<file path="src/rtl/gpu_rect_reader.sv">
// gpu_rect_reader: scans a rectangle of the framebuffer through RAM port 2.
// The scan is row-major. Pixels are 1 bit each and are packed PACK_WIDTH to a
// word, with bit0 holding the leftmost pixel. Every row ends its own word, and
// the unused upper bits of a partial word are zero. Words are sent on a
// valid/ready stream.
//
// Ports:
//   clk, reset            clock, asynchronous active-low reset
//   X1,Y1,X2,Y2           rectangle corners, sampled on start_read
//   start_read            request pulse, honoured only when idle
//   busy, done            operation in flight / one-cycle completion pulse
//   ram_x, ram_y          RAM port 2 address
//   ram_enable_read       RAM port 2 read strobe
//   ram_read_value        pixel returned one cycle after the strobe
//   out_data, out_valid   packed word stream to the host side
//   out_ready, out_last
//   crc                   CRC-8 over accepted words (optional)
//
// Build option: define GPU_RECT_READER_CRC_EN to enable the CRC-8
// (poly 0x07, init 0x00, MSB-first) over out_data[7:0] of each accepted word.
// When the macro is not defined, crc is tied to zero.
module gpu_rect_reader #(
  parameter int unsigned PACK_WIDTH = 8,
  parameter int unsigned X_W        = 9,
  parameter int unsigned Y_W        = 8
) (
  input  logic                  clk,
  input  logic                  reset,
  input  logic [X_W-1:0]        X1,
  input  logic [Y_W-1:0]        Y1,
  input  logic [X_W-1:0]        X2,
  input  logic [Y_W-1:0]        Y2,
  input  logic                  start_read,
  output logic                  busy,
  output logic                  done,
  output logic [X_W-1:0]        ram_x,
  output logic [Y_W-1:0]        ram_y,
  output logic                  ram_enable_read,
  input  logic                  ram_read_value,
  output logic [PACK_WIDTH-1:0] out_data,
  output logic                  out_valid,
  input  logic                  out_ready,
  output logic                  out_last,
  output logic [7:0]            crc
);

  localparam int unsigned BIT_W = (PACK_WIDTH > 1) ? $clog2(PACK_WIDTH) : 1;
  localparam logic [BIT_W-1:0] BIT_LAST = BIT_W'(PACK_WIDTH - 1);

  typedef enum logic [2:0] {
    S_IDLE,
    S_READ,
    S_CAPTURE,
    S_EMIT,
    S_DONE
  } state_t;

  state_t                  state_q, state_d;
  logic [X_W-1:0]          xl_q, xl_d, xh_q, xh_d, cx_q, cx_d;
  logic [Y_W-1:0]          yh_q, yh_d, cy_q, cy_d;
  logic [BIT_W-1:0]        bit_q, bit_d;
  logic                    busy_q, busy_d;
  logic                    done_q, done_d;
  logic [X_W-1:0]          ram_x_q, ram_x_d;
  logic [Y_W-1:0]          ram_y_q, ram_y_d;
  logic                    ram_en_q, ram_en_d;
  logic [PACK_WIDTH-1:0]   data_q, data_d;
  logic                    valid_q, valid_d;
  logic                    last_q, last_d;

  logic start_acc;
  logic word_acc;

  assign start_acc = (state_q == S_IDLE) && start_read;
  assign word_acc  = (state_q == S_EMIT) && valid_q && out_ready;

  // Next-state and next-output logic
  always_comb begin
    state_d  = state_q;
    xl_d     = xl_q;
    xh_d     = xh_q;
    yh_d     = yh_q;
    cx_d     = cx_q;
    cy_d     = cy_q;
    bit_d    = bit_q;
    busy_d   = busy_q;
    done_d   = 1'b0;
    ram_x_d  = ram_x_q;
    ram_y_d  = ram_y_q;
    ram_en_d = 1'b0;
    data_d   = data_q;
    valid_d  = valid_q;
    last_d   = last_q;

    unique case (state_q)
      S_IDLE: begin
        if (start_read) begin
          // Normalise the corners so that the scan always runs low to high.
          xl_d     = (X1 < X2) ? X1 : X2;
          xh_d     = (X1 < X2) ? X2 : X1;
          yh_d     = (Y1 < Y2) ? Y2 : Y1;
          cx_d     = xl_d;
          cy_d     = (Y1 < Y2) ? Y1 : Y2;
          bit_d    = '0;
          data_d   = '0;
          busy_d   = 1'b1;
          ram_x_d  = cx_d;
          ram_y_d  = cy_d;
          ram_en_d = 1'b1;
          state_d  = S_READ;
        end
      end

      S_READ: begin
        state_d = S_CAPTURE;
      end

      S_CAPTURE: begin
        data_d[bit_q] = ram_read_value;
        if ((bit_q == BIT_LAST) || (cx_q == xh_q)) begin
          valid_d = 1'b1;
          last_d  = (cx_q == xh_q) && (cy_q == yh_q);
          state_d = S_EMIT;
        end else begin
          bit_d    = bit_q + BIT_W'(1);
          cx_d     = cx_q + X_W'(1);
          ram_x_d  = cx_d;
          ram_y_d  = cy_q;
          ram_en_d = 1'b1;
          state_d  = S_READ;
        end
      end

      S_EMIT: begin
        // Word and last flag are held until the consumer takes them.
        if (word_acc) begin
          valid_d = 1'b0;
          last_d  = 1'b0;
          if (last_q) begin
            busy_d  = 1'b0;
            done_d  = 1'b1;
            state_d = S_DONE;
          end else begin
            // End of row is found by equality with xh, so 511 never wraps.
            if (cx_q == xh_q) begin
              cx_d = xl_q;
              cy_d = cy_q + Y_W'(1);
            end else begin
              cx_d = cx_q + X_W'(1);
            end
            data_d   = '0;
            bit_d    = '0;
            ram_x_d  = cx_d;
            ram_y_d  = cy_d;
            ram_en_d = 1'b1;
            state_d  = S_READ;
          end
        end
      end

      S_DONE: begin
        state_d = S_IDLE;
      end

      default: begin
        state_d = S_IDLE;
      end
    endcase
  end

  // State and output registers
  always_ff @(posedge clk or negedge reset) begin
    if (!reset) begin
      state_q  <= S_IDLE;
      xl_q     <= '0;
      xh_q     <= '0;
      yh_q     <= '0;
      cx_q     <= '0;
      cy_q     <= '0;
      bit_q    <= '0;
      busy_q   <= 1'b0;
      done_q   <= 1'b0;
      ram_x_q  <= '0;
      ram_y_q  <= '0;
      ram_en_q <= 1'b0;
      data_q   <= '0;
      valid_q  <= 1'b0;
      last_q   <= 1'b0;
    end else begin
      state_q  <= state_d;
      xl_q     <= xl_d;
      xh_q     <= xh_d;
      yh_q     <= yh_d;
      cx_q     <= cx_d;
      cy_q     <= cy_d;
      bit_q    <= bit_d;
      busy_q   <= busy_d;
      done_q   <= done_d;
      ram_x_q  <= ram_x_d;
      ram_y_q  <= ram_y_d;
      ram_en_q <= ram_en_d;
      data_q   <= data_d;
      valid_q  <= valid_d;
      last_q   <= last_d;
    end
  end

  assign busy            = busy_q;
  assign done            = done_q;
  assign ram_x           = ram_x_q;
  assign ram_y           = ram_y_q;
  assign ram_enable_read = ram_en_q;
  assign out_data        = data_q;
  assign out_valid       = valid_q;
  assign out_last        = last_q;

`ifdef GPU_RECT_READER_CRC_EN
  logic [7:0] crc_q, crc_d;

  // One byte of CRC-8, poly 0x07, MSB first
  function automatic logic [7:0] crc8_byte(input logic [7:0] c, input logic [7:0] d);
    logic [7:0] r;
    r = c ^ d;
    for (int i = 0; i < 8; i++) begin
      r = r[7] ? ((r << 1) ^ 8'h07) : (r << 1);
    end
    return r;
  endfunction

  // Cleared on start, folded with each accepted word, held after done
  always_comb begin
    crc_d = crc_q;
    if (start_acc) begin
      crc_d = 8'h00;
    end else if (word_acc) begin
      crc_d = crc8_byte(crc_q, 8'(data_q));
    end
  end

  always_ff @(posedge clk or negedge reset) begin
    if (!reset) begin
      crc_q <= 8'h00;
    end else begin
      crc_q <= crc_d;
    end
  end

  assign crc = crc_q;
`else
  assign crc = 8'h00;
`endif

endmodule

</file>
<file path="config.mk">
export PLATFORM = sky130hd
export DESIGN_NAME = gpu_rect_reader
export DESIGN_NICKNAME = d
export VERILOG_FILES = /design/src/rtl/gpu_rect_reader.sv
export SDC_FILE = /design/constraint.sdc
export NUM_CORES = 1
export LEC_CHECK = 0
export BUFFER_PORTS_ARGS = -buffer_cell sky130_fd_sc_hd__buf_2
export CAP_MARGIN = 20
export CORE_MARGIN = 10
export CORE_UTILIZATION = 61
export DETAILED_ROUTE_END_ITERATION = 6
export GPL_TIMING_DRIVEN = 0
export PLACE_DENSITY_LB_ADDON = 0.12
export SLEW_MARGIN = 20
export SYNTH_ARGS = -nofsm -noshare
export SYNTH_HDL_FRONTEND = slang
export SYNTH_SLANG_ARGS = --single-unit
export TNS_END_PERCENT = 1
</file>
<file path="constraint.sdc">
create_clock -name clk -period 5.2 [get_ports clk]
set_input_delay 0.26 -clock clk [delete_from_list [all_inputs] [get_ports clk]]
set_output_delay 0.26 -clock clk [all_outputs]
set_load 0.05 [all_outputs]
</file>
### Word-level counts from Yosys, hierarchy flattened

Cells that the tools add are included.

* flip-flop bits (word level): 70
* output and inout bits: 38
* input port bits: 39
* logic and storage cells: 100

* reductions and logical operators: 16
* $lt $le $gt $ge: 4
* muxes and demuxes: 51
* eq/ne operators: 12
* add/subtract/negate cells: 3

Operators by type and width (number)
* $mux W8: 10
* $mux W9: 7
* $pmux W8 S3: 2
* $pmux W9 S3: 1
* $mux W3: 7
* $pmux W8 S2: 1
* $mux W1: 14
* $ne A2 B2 Y1 const B: 6
* $pmux W3 S4: 1
* $reduce_and A4 Y1: 3
* $add A9 B1 Y9 const B: 1
* $eq A9 B9 Y1: 1
* $lt A9 B9 Y1: 1
* $pmux W3 S3: 1
* $add A8 B1 Y8 const B: 1
* $bwmux W8: 1
* $eq A8 B8 Y1: 1
* $lt A8 B8 Y1: 1
* $eq A3 B2 Y1 const B: 2
* $pmux W1 S2: 3
* $reduce_and A5 Y1: 1
* $logic_and A1 B1 Y1: 4
* $lt A3 B4 Y1 const B: 1
* $reduce_and A2 Y1: 2
* other kinds (12): 13

### Longest topological paths before layout

Gate-level depths: netlist of run 1.

* depth in word-level cells: 6
* gate-level depth with buffers: 10
* depth with buffers taken out: 8

### Worst setup path before layout of run 1

Ideal clock, no wire load.

* path kind: register -> register
* from: register ram_x[0] (netlist name)
* to: register ram_y_q[7], in the netlist ram_y[7]
* buffers on the path: 1
* data arrival time: 2176 ps
* data required time: 5075 ps
* library setup time: 125 ps
* cell stages (with the launch flop): 8
* setup slack: 2899 ps
* path through: dfrtp_1 > xnor2_1 > nand4_2 > or3_1 > buf_6 > a21oi_4 > inv_2 > mux2_4

RTL lines
* to (signal assigned): line 200 `ram_y_q <= ram_y_d;`
* to (decl): line 65 `logic [Y_W-1:0] ram_y_q, ram_y_d;`

==> results by group, run 1 <==
Placed design
  – Post-DP HPWL: ~9000 um
  – Placed Area: 0.00502 sq mm
  – GP Congestion: 0.949
  – DP Worst Slack: ~2.7 ns
  – Port bufs: ~70

Route
  – Total Routed Length: around 12,000 um
  – Starting DRT DRC Count: between 200 and 300
  – Via count: approximately 4,000
  – DRC: 0
  – Vias per cell: 5.79
  – Pre-antenna DRT Iters: 5
  – Routed len/inst: 16.9 um
  – Routed Antenna Nets: 0

Setup path
  – CP Max Fanout: 10
  – R2R Path Start: ram_x[5]
  – Crit-path max cell delay: roughly 0.46 ns
  – Slowest stage cell on the critical path: dfrtp_1
  – Setup crit end kind: register
  – Worst setup startpoint: ram_x[5]
  – Crit-path most repeated cell: buf_6
  – Setup CP Type: register to register
  – Worst path arrival time: 2.67 ns
  – Worst path required time: approximately 5.5 ns
  – Cells along the critical path: xnor2_1 > nand4_2 > or3_1 > buf_6 > a21oi_4 > inv_2 > buf_6 > a31o_1
  – CP startpoint kind: register

Yosys
  – Post-synthesis cell area: 0.00451 sq mm
  – Main synth FF type: dfrtp_1
  – Synth area leader: dfrtp_1
  – Post-Syn Area per Cell: 9.03 sq um
  – Post-synth EDFFs: 0
  – Top-count cell post-synth: nor2_1
  – Yosys warnings: 0
  – Yosys reg bits: 70
  – Sequential fraction of the synthesis area: 38.9%
  – Yosys top cell area share: 38.9%
  – Synth unique cells: 65
  – Commonest cells in the netlist: nor2_1, dfrtp_1, a21oi_1, mux2i_1
  – Synth top area cells: dfrtp_1, nor2_1, mux2i_1
  – Post-synth ARST share: between 90% and 100%
  – Post-Syn Instances: between 400 and 500

Floorplan
  – Die height: about 110 um
  – Total core area: just over 0.007 sq mm
  – IO Pins: 77
  – Row cnt: 31
  – Die area: 0.0112 sq mm
  – Initial core utilization: 62.5%
  – DIE WIDTH: 106 um

STA
  – Worst slew margin: 54.6%
  – Worst hold slack: 0.204 ns
  – Worst-case clock skew: 0.00895 ns
  – Max Fclk: 413 MHz
  – Setup TNS: 0 ns
  – Setup ws final: ~2.8 ns
  – Crit share post-route: 46.6%
  – Fin. Hold Viols: 0
  – Worst-Margin Slew: 0.676 ns
  – Min Tclk post-route: 2.42 ns
  – Setup violators final: 0
  – Max-slew violation count: 0
  – RSZ-0062 raised after global routing: no

Global routing
  – Largest net degree at the start of global routing: 45
  – GRT Total Usage: between 20% and 30%
  – First-pass GRT wire length: between 15,000 and 20,000 um
  – Antenna violations before repair: 0
  – Gr ovfl total: 0
  – Vias in the first global route: 3,948

Layout
  – Ant. Diodes: 0
  – Layout cells sized above 1: roughly 21%
  – Final #Nets: 645
  – Synth-to-Final Area Change: 16.8%
  – Post-route cell area: 0.00526 sq mm
  – Core Util, Final: 73.0%

Power
  – VDD IR-drop max: 0.228 mV
  – Leakage: 2.49 nW
  – PD cells: between 500 and 600 mW/mm^2

Clock network
  – Cts hold-fix bufs: 1
  – H-Tree Depth: 3
  – CTS Buf Count: 9
  – Clk sinks: 70
  – Worst skew pair latency: approximately 0.36 ns
  – Worst-path clk slew: 0.08 ns
  – CTS resizes: 0
  – Clk buf depth: 2
  – CTS tree: done
  – Post-CTS setup buffers: 0
  – Clock tree root driver cell: clkbuf_8

Worst hold path
  – Worst hold path type: input pin to register
  – Hold Path Origin: out_ready

Outcome
  – Status: finished, final reports clean

Job
  – MaxCap Viol Count: 0
final cells by class:
| class | instances | area, sq um |
|---|---|---|
| Fill cell | 572 | 1950 |
| Clock buffer | 13 | 169 |
| Clock inverter | 3 | 65.1 |
| Inverter | 27 | 101 |
| Sequential cell | 70 | 1750 |
| Tap cell | 99 | 124 |
| Multi-Input combinational cell | 372 | 2460 |
| Timing Repair Buffer | 70 | 373 |
| Buffer | 37 | 224 |
worst max-delay path: cells and delay by family (launching register included):
kind	cells	cell delay (ns)
AO/OA/AOI/OAI	2	0.44
XOR/XNOR	1	0.25
flip-flops	1	0.46
buffers and inverters	3	0.47
AND/OR/NAND/NOR	2	0.68
logic make-up after synthesis:
| kind of cell | count (synthesis) | share of synthesized area (%) |
|---|---|---|
| other | 1 | 0.0832 |
| AOI/OAI and AO/OA | 126 | 18.8 |
| DFF | 70 | 38.9 |
| and+or+nand+nor | 160 | 17.1 |
| xor gates and xnor gates | 29 | 5.80 |
| muxes | 30 | 6.83 |
| buffers and inverters | 64 | 7.22 |
| adders and majority gates | 19 | 5.27 |
routing by layer:
layer | up-vias | routed length (um) | share of wire, % | global-route usage, %
met5 | - | 0 | 0 | 0
met4 | 0 | 312 | 2.7 | 7.35
met3 | 28 | 834 | 7.1 | 5.07
met2 | 165 | 5410 | 46 | 33.8
met1 | 1883 | 5130 | 44 | 27.2
li1 | 1924 | - | - | -
registers in the layout, indices dropped and copies added, names as in the netlist:
signal,count
busy,1
out_valid,1
bit_q,3
out_last,1
ram_x,9
ram_y,8
xh_q,9
yh_q,8
done,1
xl_q,9
out_data,8
cy_q,8
state_q,3
ram_enable_read,1
stage by stage:
| stage | instances | power, W |
|---|---|---|
| 4_1_cts | 691 | 0.00315 |
| 3_3_place_gp | 673 | 0.00258 |
| 5_1_grt | 691 | 0.00336 |
| 6_report | 691 | 0.00316 |
| 3_5_place_dp | 674 | 0.00263 |
| 2_1_floorplan | 506 | 0.00222 |
layout by cell type (no fill, tap or decap), types with 3 or more instances in the layout:
cell type and count:
buf_4 12, buf_6 5, conb_1 8, and2_1 3, nand3_1 13, a21oi_1 45, buf_2 72, a221oi_1 5
inv_1 26, o31ai_1 5, mux2i_1 27, clkbuf_8 12, ha_1 19, nand2_1 22, nand4_1 5, nor2_1 78
a211oi_1 7, nand2b_1 4, a2111oi_0 8, and3_1 7, clkbuf_1 16, o21ai_0 24, nor4_1 3, nor3_1 9
xnor2_1 26, dfrtp_1 70, a31oi_1 5, a21o_1 6
worst paths after layout:
kind,endpoint,slack [ns],cells past startpoint
worst min-delay path,state_q[2],0.20,3
worst max-delay path,ram_y[2],2.78,8
worst min register to register,ram_y[4],0.47,2
min in group asynchronous,out_data[6],0.35,2
worst max register to register,ram_y[2],2.78,8
max in group asynchronous,yh_q[5],4.31,3
power breakdown:
group	switching (W)	internal [W]	total, W
logic	0.00108	0.000581	0.00167
clock network	0.000209	0.000309	0.000518
registers	0.000192	0.000782	0.000974
total	0.00149	0.00167	0.00316
No activity file was read; power rests on OpenSTA's default activity.
==> run 2: changes to the inputs <==
- ABC_AREA: default -> 1
- CORE_UTILIZATION: 61 -> 52
- clock period: 5.2 -> 2.1 ns (I/O delays scaled with it)
==> results by group, run 2 <==
Global routing
  – Vias in the first global route: 4,929 (+25%)
  – Gr ovfl total: 0 (unchanged)
  – Antenna violations before repair: 0 (unchanged)
  – GRT Total Usage: 20.3% (-0.75 points)
  – Largest net degree at the start of global routing: 39 (-13%)
  – First-pass GRT wire length: 23,800 um (+23%)

Route
  – Total Routed Length: 14,200 um (+22%)
  – Via count: 5,107 (+28%)
  – DRC: 0 (unchanged)
  – Routed len/inst: 14.8 um (-13%)
  – Routed Antenna Nets: 0 (unchanged)
  – Vias per cell: 5.29 (-8.6%)
  – Starting DRT DRC Count: 470 (+68%)
  – Pre-antenna DRT Iters: 5 (unchanged)

STA
  – Worst slew margin: 60.3% (+5.7 points)
  – Min Tclk post-route: 2.00 ns (-0.425 ns)
  – Max Fclk: 501 MHz (+21%)
  – Max-slew violation count: 0 (unchanged)
  – RSZ-0062 raised after global routing: yes
  – Worst-Margin Slew: 0.592 ns (-0.0839 ns)
  – Setup violators final: 0 (unchanged)
  – Worst-case clock skew: 0.0162 ns (+0.00721 ns)
  – Crit share post-route: 95.1% (+49 points)
  – Fin. Hold Viols: 0 (unchanged)

Layout
  – Commonest non-fill, non-tap cell in the layout: nand2_1
  – Post-route cell area: 0.00578 sq mm (+9.8%)
  – Core Util, Final: 62.3% (-11 points)
  – Synth-to-Final Area Change: 15.8%
  – Layout cells sized above 1: 16.1% (-5.3 points)
  – Final #Nets: 889 (+38%)
  – Ant. Diodes: 0 (unchanged)
  – Most frequent cells in the layout: nand2_1, nand3_1, inv_1
  – Fill cell count: 919 (+61%)

Yosys
  – Synth Area in Compound Gates: 10.5% (-8.2 points)
  – Post-Synth XOR/XNOR Area: 2.10% (-3.7 points)
  – Post-Syn Area per Cell: 6.72 sq um (-26%)
  – Sequential fraction of the synthesis area: 35.1% (-3.8 points)
  – Post-Syn Instances: 743 (+49%)
  – Main synth FF type: dfrtp_1
  – Largest family of logic cells by synthesized area: simple AND/OR/NAND/NOR gates
  – Yosys reg bits: 70 (unchanged)
  – Synth top area cells: dfrtp_1, nand2_1, nand3_1
  – Post-synthesis mux area share: 0% (-6.8 points)
  – Post-synth ARST share: 100% (unchanged)
  – Synth Area in Simple Gates: 35.0% (+18 points)
  – Top-count cell post-synth: nand2_1
  – Commonest cells in the netlist: nand2_1, nand3_1, inv_1, dfrtp_1, o21ai_0
  – Synth unique cells: 35 (-46%)
  – Post-synthesis cell area: 0.00499 sq mm (+11%)
  – Yosys warnings: 0 (unchanged)
  – Synth area leader: dfrtp_1
  – Post-synth EDFFs: 0 (unchanged)
  – Area share of fa/ha/maj cells after synthesis: 4.76% (-0.51 points)
  – Yosys top cell area share: 35.1% (-3.8 points)

Setup path
  – Cells along the critical path: inv_1 > nand2_2 > nor2_1 > clkbuf_1 > nand3_1 > o31ai_1
  – Worst setup startpoint: state_q[2]
  – FF-to-FF path depth: 6 (-2)
  – R2r endpoint: out_last
  – Setup CP Type: register to register
  – Worst path required time: 2.36 ns (-3.09 ns)
  – Worst path arrival time: 2.26 ns (-0.41 ns)
  – Setup crit end kind: register
  – R2R setup slack: 0.10 ns (-2.68 ns)
  – CP startpoint kind: register
  – Crit path to: out_last
  – Crit-path max cell delay: 0.49 ns (+0.03 ns)
  – Slowest stage cell on the critical path: clkbuf_1
  – R2R Path Start: state_q[2]
  – CP Max Fanout: 10 (unchanged)

Placed design
  – GP Congestion: 0.960 (+1.1%)
  – Port bufs: 68 (unchanged)
  – Post-DP HPWL: 11,200 um (+26%)
  – Placed Area: 0.00554 sq mm (+10%)

Floorplan
  – IO Pins: 77 (unchanged)
  – Initial core utilization: 53.8% (-8.7 points)
  – DIE WIDTH: 118 um (+11%)
  – Total core area: 0.00928 sq mm (+29%)
  – Row cnt: 35 (+13%)
  – Die height: 118 um (+11%)
  – Die area: 0.0139 sq mm (+24%)

Clock network
  – Clk sinks: 70 (unchanged)
  – Post-CTS setup buffers: 0 (unchanged)
  – CTS Buf Count: 9 (unchanged)
  – Worst-path clk slew: 0.08 ns (about the same)
  – Worst skew pair latency: 0.35 ns (about the same)
  – Clock tree root driver cell: clkbuf_8
  – CTS tree: done
  – H-Tree Depth: 3 (unchanged)
  – Clk buf depth: 2 (unchanged)

Worst hold path
  – Hold Path Origin: X2[8]
  – Hold path cells: 3 (unchanged)
  – Worst hold path type: input pin to register

Job
  – MaxCap Viol Count: 0 (unchanged)

Power
  – Leakage: 3.23 nW (+30%)
  – PD cells: 1530 mW/mm^2 (+150%)
  – VDD IR-drop max: 0.582 mV (+160%)

Outcome
  – Status: finished, final reports clean
[run 2: changes by cell type in the layout (fill, tap and decap cells not counted), moves of 22 or more]
cell,previous run,this run
xnor2_1,26,4
nand3_1,13,121
nor2_1,78,24
o21ai_0,24,49
nand2_1,22,221
inv_1,26,101
mux2i_1,27,0
[run 2: cell type report]
| cell class | count | area, sq um | area share, % |
|---|---|---|---|
| Clock buffer | 9 | 124 | 2.14 |
| Buffer | 38 | 228 | 3.94 |
| Sequential cell | 70 | 1750 | 30.3 |
| Clock inverter | 7 | 73.8 | 1.28 |
| Multi-Input combinational cell | 535 | 2670 | 46.1 |
| Inverter | 107 | 402 | 6.95 |
| Tap cell | 129 | 161 | 2.79 |
| Timing Repair Buffer | 70 | 373 | 6.45 |
[run 2: cell families (layout without fill, tap and decap cells)]
family | Yosys count | count (layout)
fa+ha+maj | 19 | 19
xor+xnor | 12 | 12
compound gates | 98 | 98
flops | 70 | 70
buf+inv | 145 | 231
simple gates | 398 | 398
other cells | 1 | 8
[run 2: timing repair]
| action | CTS | global route |
|---|---|---|
| hold buffers | 1 | 0 |
| pin swaps | 0 | 1 |
| gates cloned | 0 | 0 |
| resized for setup | 1 | 8 |
| endpoints found under the setup margin | 4 | 28 |
| hold endpoints to repair | 32 | 0 |
[run 2: worst min path at each step]
| stage | slack, ns | end |
|---|---|---|
| 6_report | 0.01 | xh_q[8] |
| 2_1_floorplan | -0.19 | bit_q[0] |
| 4_1_cts | 0.006 | xh_q[8] |
| 5_1_grt | 0.03 | xh_q[8] |
| 3_5_place_dp | 0.09 | xh_q[4] |
| 3_3_place_gp | 0.36 | yh_q[7] |
[run 2: metrics by stage]
stage	setup slack (ns)	hold slack, ns	cells	power [W]	TNS, ns
floorplan	0.175	-0.191	750	0.00625	0
global placement	-0.0877	0.361	947	0.00747	-0.174
detailed placement	-0.117	0.0858	948	0.00759	-0.301
CTS	0.0722	0.00594	965	0.00872	0
global route	-0.0188	0.0332	965	0.00960	-0.0245
finish	0.103	0.0134	965	0.00883	0
[run 2: worst max-delay path, delay by kind of cell (launching register included)]
family | cells | cell delay (ns)
simple gates | 3 | 0.66
buf+inv | 2 | 0.57
flops | 1 | 0.43
compound gates | 1 | 0.23
[run 2: layer usage]
metal,vias up,share of wire (%),wire (um),global-route usage (%)
li1,2557,-,-,-
met1,2352,47,6750,28.1
met2,184,45,6410,31.3
met3,14,6.5,927,3.93
met4,0,0.98,139,5.87
met5,-,0,0,0
[run 2: where the power goes]
| part | leakage, nW | internal (W) | switching [W] | total (W) |
|---|---|---|---|---|
| registers | 0.873 | 0.00195 | 0.000501 | 0.00246 |
| logic | 2.26 | 0.00159 | 0.00366 | 0.00526 |
| clock network | 0.0996 | 0.000553 | 0.000569 | 0.00112 |
==> run 3: changes to the inputs <==
- ABC_AREA: 1 -> default
- CORE_UTILIZATION: 52 -> 51
- GPL_ROUTABILITY_DRIVEN: default -> 0
==> results by group, run 3 (same netlist as run 1, synthesis figures left out) <==
Layout
  – Synth-to-Final Area Change: 21.6%
  – Layout cells sized above 1: 28.1% (+12 points)
  – Ant. Diodes: 0 (unchanged)
  – Final cell count without fillers: 712 (-26%)
  – Commonest non-fill, non-tap cell in the layout: nor2_1
  – Fill cell count: 770 (-16%)
  – Post-route cell area: 0.00548 sq mm (-5.2%)
  – Core Util, Final: 63.1% (+0.87 points)
  – Most frequent cells in the layout: nor2_1, buf_2, dfrtp_1
  – Final #Nets: 657 (-26%)

STA
  – Worst hold slack: 0.0416 ns (+0.0282 ns)
  – Max Fclk: 459 MHz (-8.4%)
  – Fin. Hold Viols: 0 (unchanged)
  – Setup TNS: -0.579 ns (-0.579 ns)
  – Setup violators final: 14 (+14)
  – Max-slew violation count: 0 (unchanged)
  – Worst-case clock skew: 0.00896 ns (-0.00719 ns)
  – RSZ-0062 raised after global routing: yes
  – Crit share post-route: 104% (+8.7 points)
  – Worst-Margin Slew: 0.720 ns (+0.128 ns)
  – Setup ws final: -0.0795 ns (-0.183 ns)
  – Min Tclk post-route: 2.18 ns (+0.183 ns)
  – Worst slew margin: 51.6% (-8.7 points)

Worst hold path
  – Worst hold path type: input pin to register
  – Hold path cells: 3 (unchanged)

Setup path
  – CP Max Fanout: 10 (unchanged)
  – Worst path arrival time: 2.39 ns (+0.13 ns)
  – Setup crit end kind: register
  – CP delay by family, top: simple AND/OR/NAND/NOR gates
  – Crit path depth: 9 (+3)
  – Crit-path max cell delay: 0.46 ns (-0.03 ns)
  – Buf/Inv on CP: 3 (+1)
  – Slowest stage cell on the critical path: dfrtp_2
  – Crit-path most repeated cell: buf_6
  – Cells along the critical path: xnor2_2 > nand4_2 > or3_1 > buf_6 > a21oi_4 > inv_4 > buf_6 > nor2_1 > a211oi_1
  – FF-to-FF path depth: 9 (+3)
  – Worst path required time: 2.31 ns (-0.05 ns)
  – CP startpoint kind: register
  – Setup CP Type: register to register

Route
  – DRC: 0 (unchanged)
  – Via count: 4,043 (-21%)
  – Vias per cell: 5.68 (+7.3%)
  – Met3 wire length: 794 um (-14%)
  – Metal1 wirelength: 5470 um (-19%)
  – Pre-antenna DRT Iters: 4 (-1)
  – WL met2: 5650 um (-12%)
  – Starting DRT DRC Count: 213 (-55%)
  – Routed len/inst: 17.0 um (+16%)
  – Routed Antenna Nets: 0 (unchanged)
  – Top sig layer: met4
  – Total Routed Length: 12,100 um (-15%)

Floorplan
  – Die area: 0.0130 sq mm (-6.6%)
  – Initial core utilization: 51.9% (-1.9 points)
  – Row cnt: 34 (-2.9%)
  – Total core area: 0.00868 sq mm (-6.5%)
  – IO Pins: 77 (unchanged)
  – Die height: 114 um (-3.4%)
  – DIE WIDTH: 114 um (-3.4%)

Clock network
  – CTS tree: done
  – Clock tree root driver cell: clkbuf_8
  – CTS Buf Count: 9 (unchanged)
  – H-Tree Depth: 3 (unchanged)
  – Worst skew pair latency: 0.35 ns (about the same)
  – Clk buf depth: 2 (unchanged)
  – Clk sinks: 70 (unchanged)
  – Worst-path clk slew: 0.08 ns (about the same)

Outcome
  – Failing checks: negative setup slack
  – Status: finished, violations left

Global routing
  – Largest net degree at the start of global routing: 45 (+15%)
  – First-pass GRT wire length: 19,700 um (-17%)
  – Vias in the first global route: 3,989 (-19%)
  – GRT Total Usage: 18.5% (-1.8 points)
  – Gr ovfl total: 0 (unchanged)
  – Antenna violations before repair: 0 (unchanged)

Job
  – MaxCap Viol Count: 0 (unchanged)

Power
  – Leakage: 2.57 nW (-20%)
  – PD cells: 1480 mW/mm^2 (-3.4%)
  – VDD IR-drop max: 0.560 mV (-3.8%)

Placed design
  – Placed insts: 683 (-28%)
  – Placed Area: 0.00504 sq mm (-9.0%)
  – Post-DP HPWL: 9280 um (-17%)
  – Port bufs: 68 (unchanged)
[run 3: cell count changes in the layout (fill, tap and decap cells not counted), sizes merged, moves of 8 or more]
cell     change
a2111oi      +9
o21ai       -32
mux2i       +27
nand2      -200
nand3      -110
xnor2       +23
nor2        +51
a211oi       +8
inv         -81
a21oi       +19
o22ai        -9
[run 3: layout make-up]
class	count	area [sq um]	share of cell area [%]
well taps	108	135	2.47
plain buffers	37	239	4.36
inverters	27	104	1.89
clock inverters	6	62.6	1.14
flip-flops and latches	70	1770	32.2
multi-input cells	372	2580	47.1
repair buffers	82	463	8.45
clock buffers	10	128	2.33
[run 3: stage by stage]
step	setup slack [ns]	total power (W)
finish	-0.0795	0.00809
global placement	-0.338	0.00645
floorplan	-0.0805	0.00552
detailed placement	-0.356	0.00655
global route	-0.172	0.00864
CTS	-0.0908	0.00796
[run 3: layer usage]
layer	GRT usage, %	vias to the layer above
met4	6.43	0
li1	-	1958
met5	0	-
met2	28.9	133
met3	4.46	20
met1	24.4	1932
[run 3: tightest hold or removal path, stage by stage]
cell     delay [ns]
buf_2          0.12
nand3_1        0.09
nor2_1         0.04
[run 3: final timing paths]
check                                from           to  slack [ns]
max in group asynchronous           reset     ram_x[8]        1.32
worst min-delay path            out_ready         done        0.04
worst max register to register   ram_x[6]     ram_x[4]       -0.08
worst min register to register       busy         busy        0.47
min in group asynchronous           reset  out_data[6]        0.21
worst max-delay path             ram_x[6]     ram_x[4]       -0.08
[run 3: what timing repair did]
item	in CTS	in global routing
resized for setup	18	21
setup buffers	8	4
hold endpoints to repair	26	0
hold buffers	1	0
pin swaps	7	2
endpoints found under the setup margin	46	39
[run 3: report_power, final]
group / internal (W) / total, W / switching (W)
clock: 0.000544 / 0.00107 / 0.000529
sequential: 0.00195 / 0.00246 / 0.000512
combinational: 0.00173 / 0.00455 / 0.00282
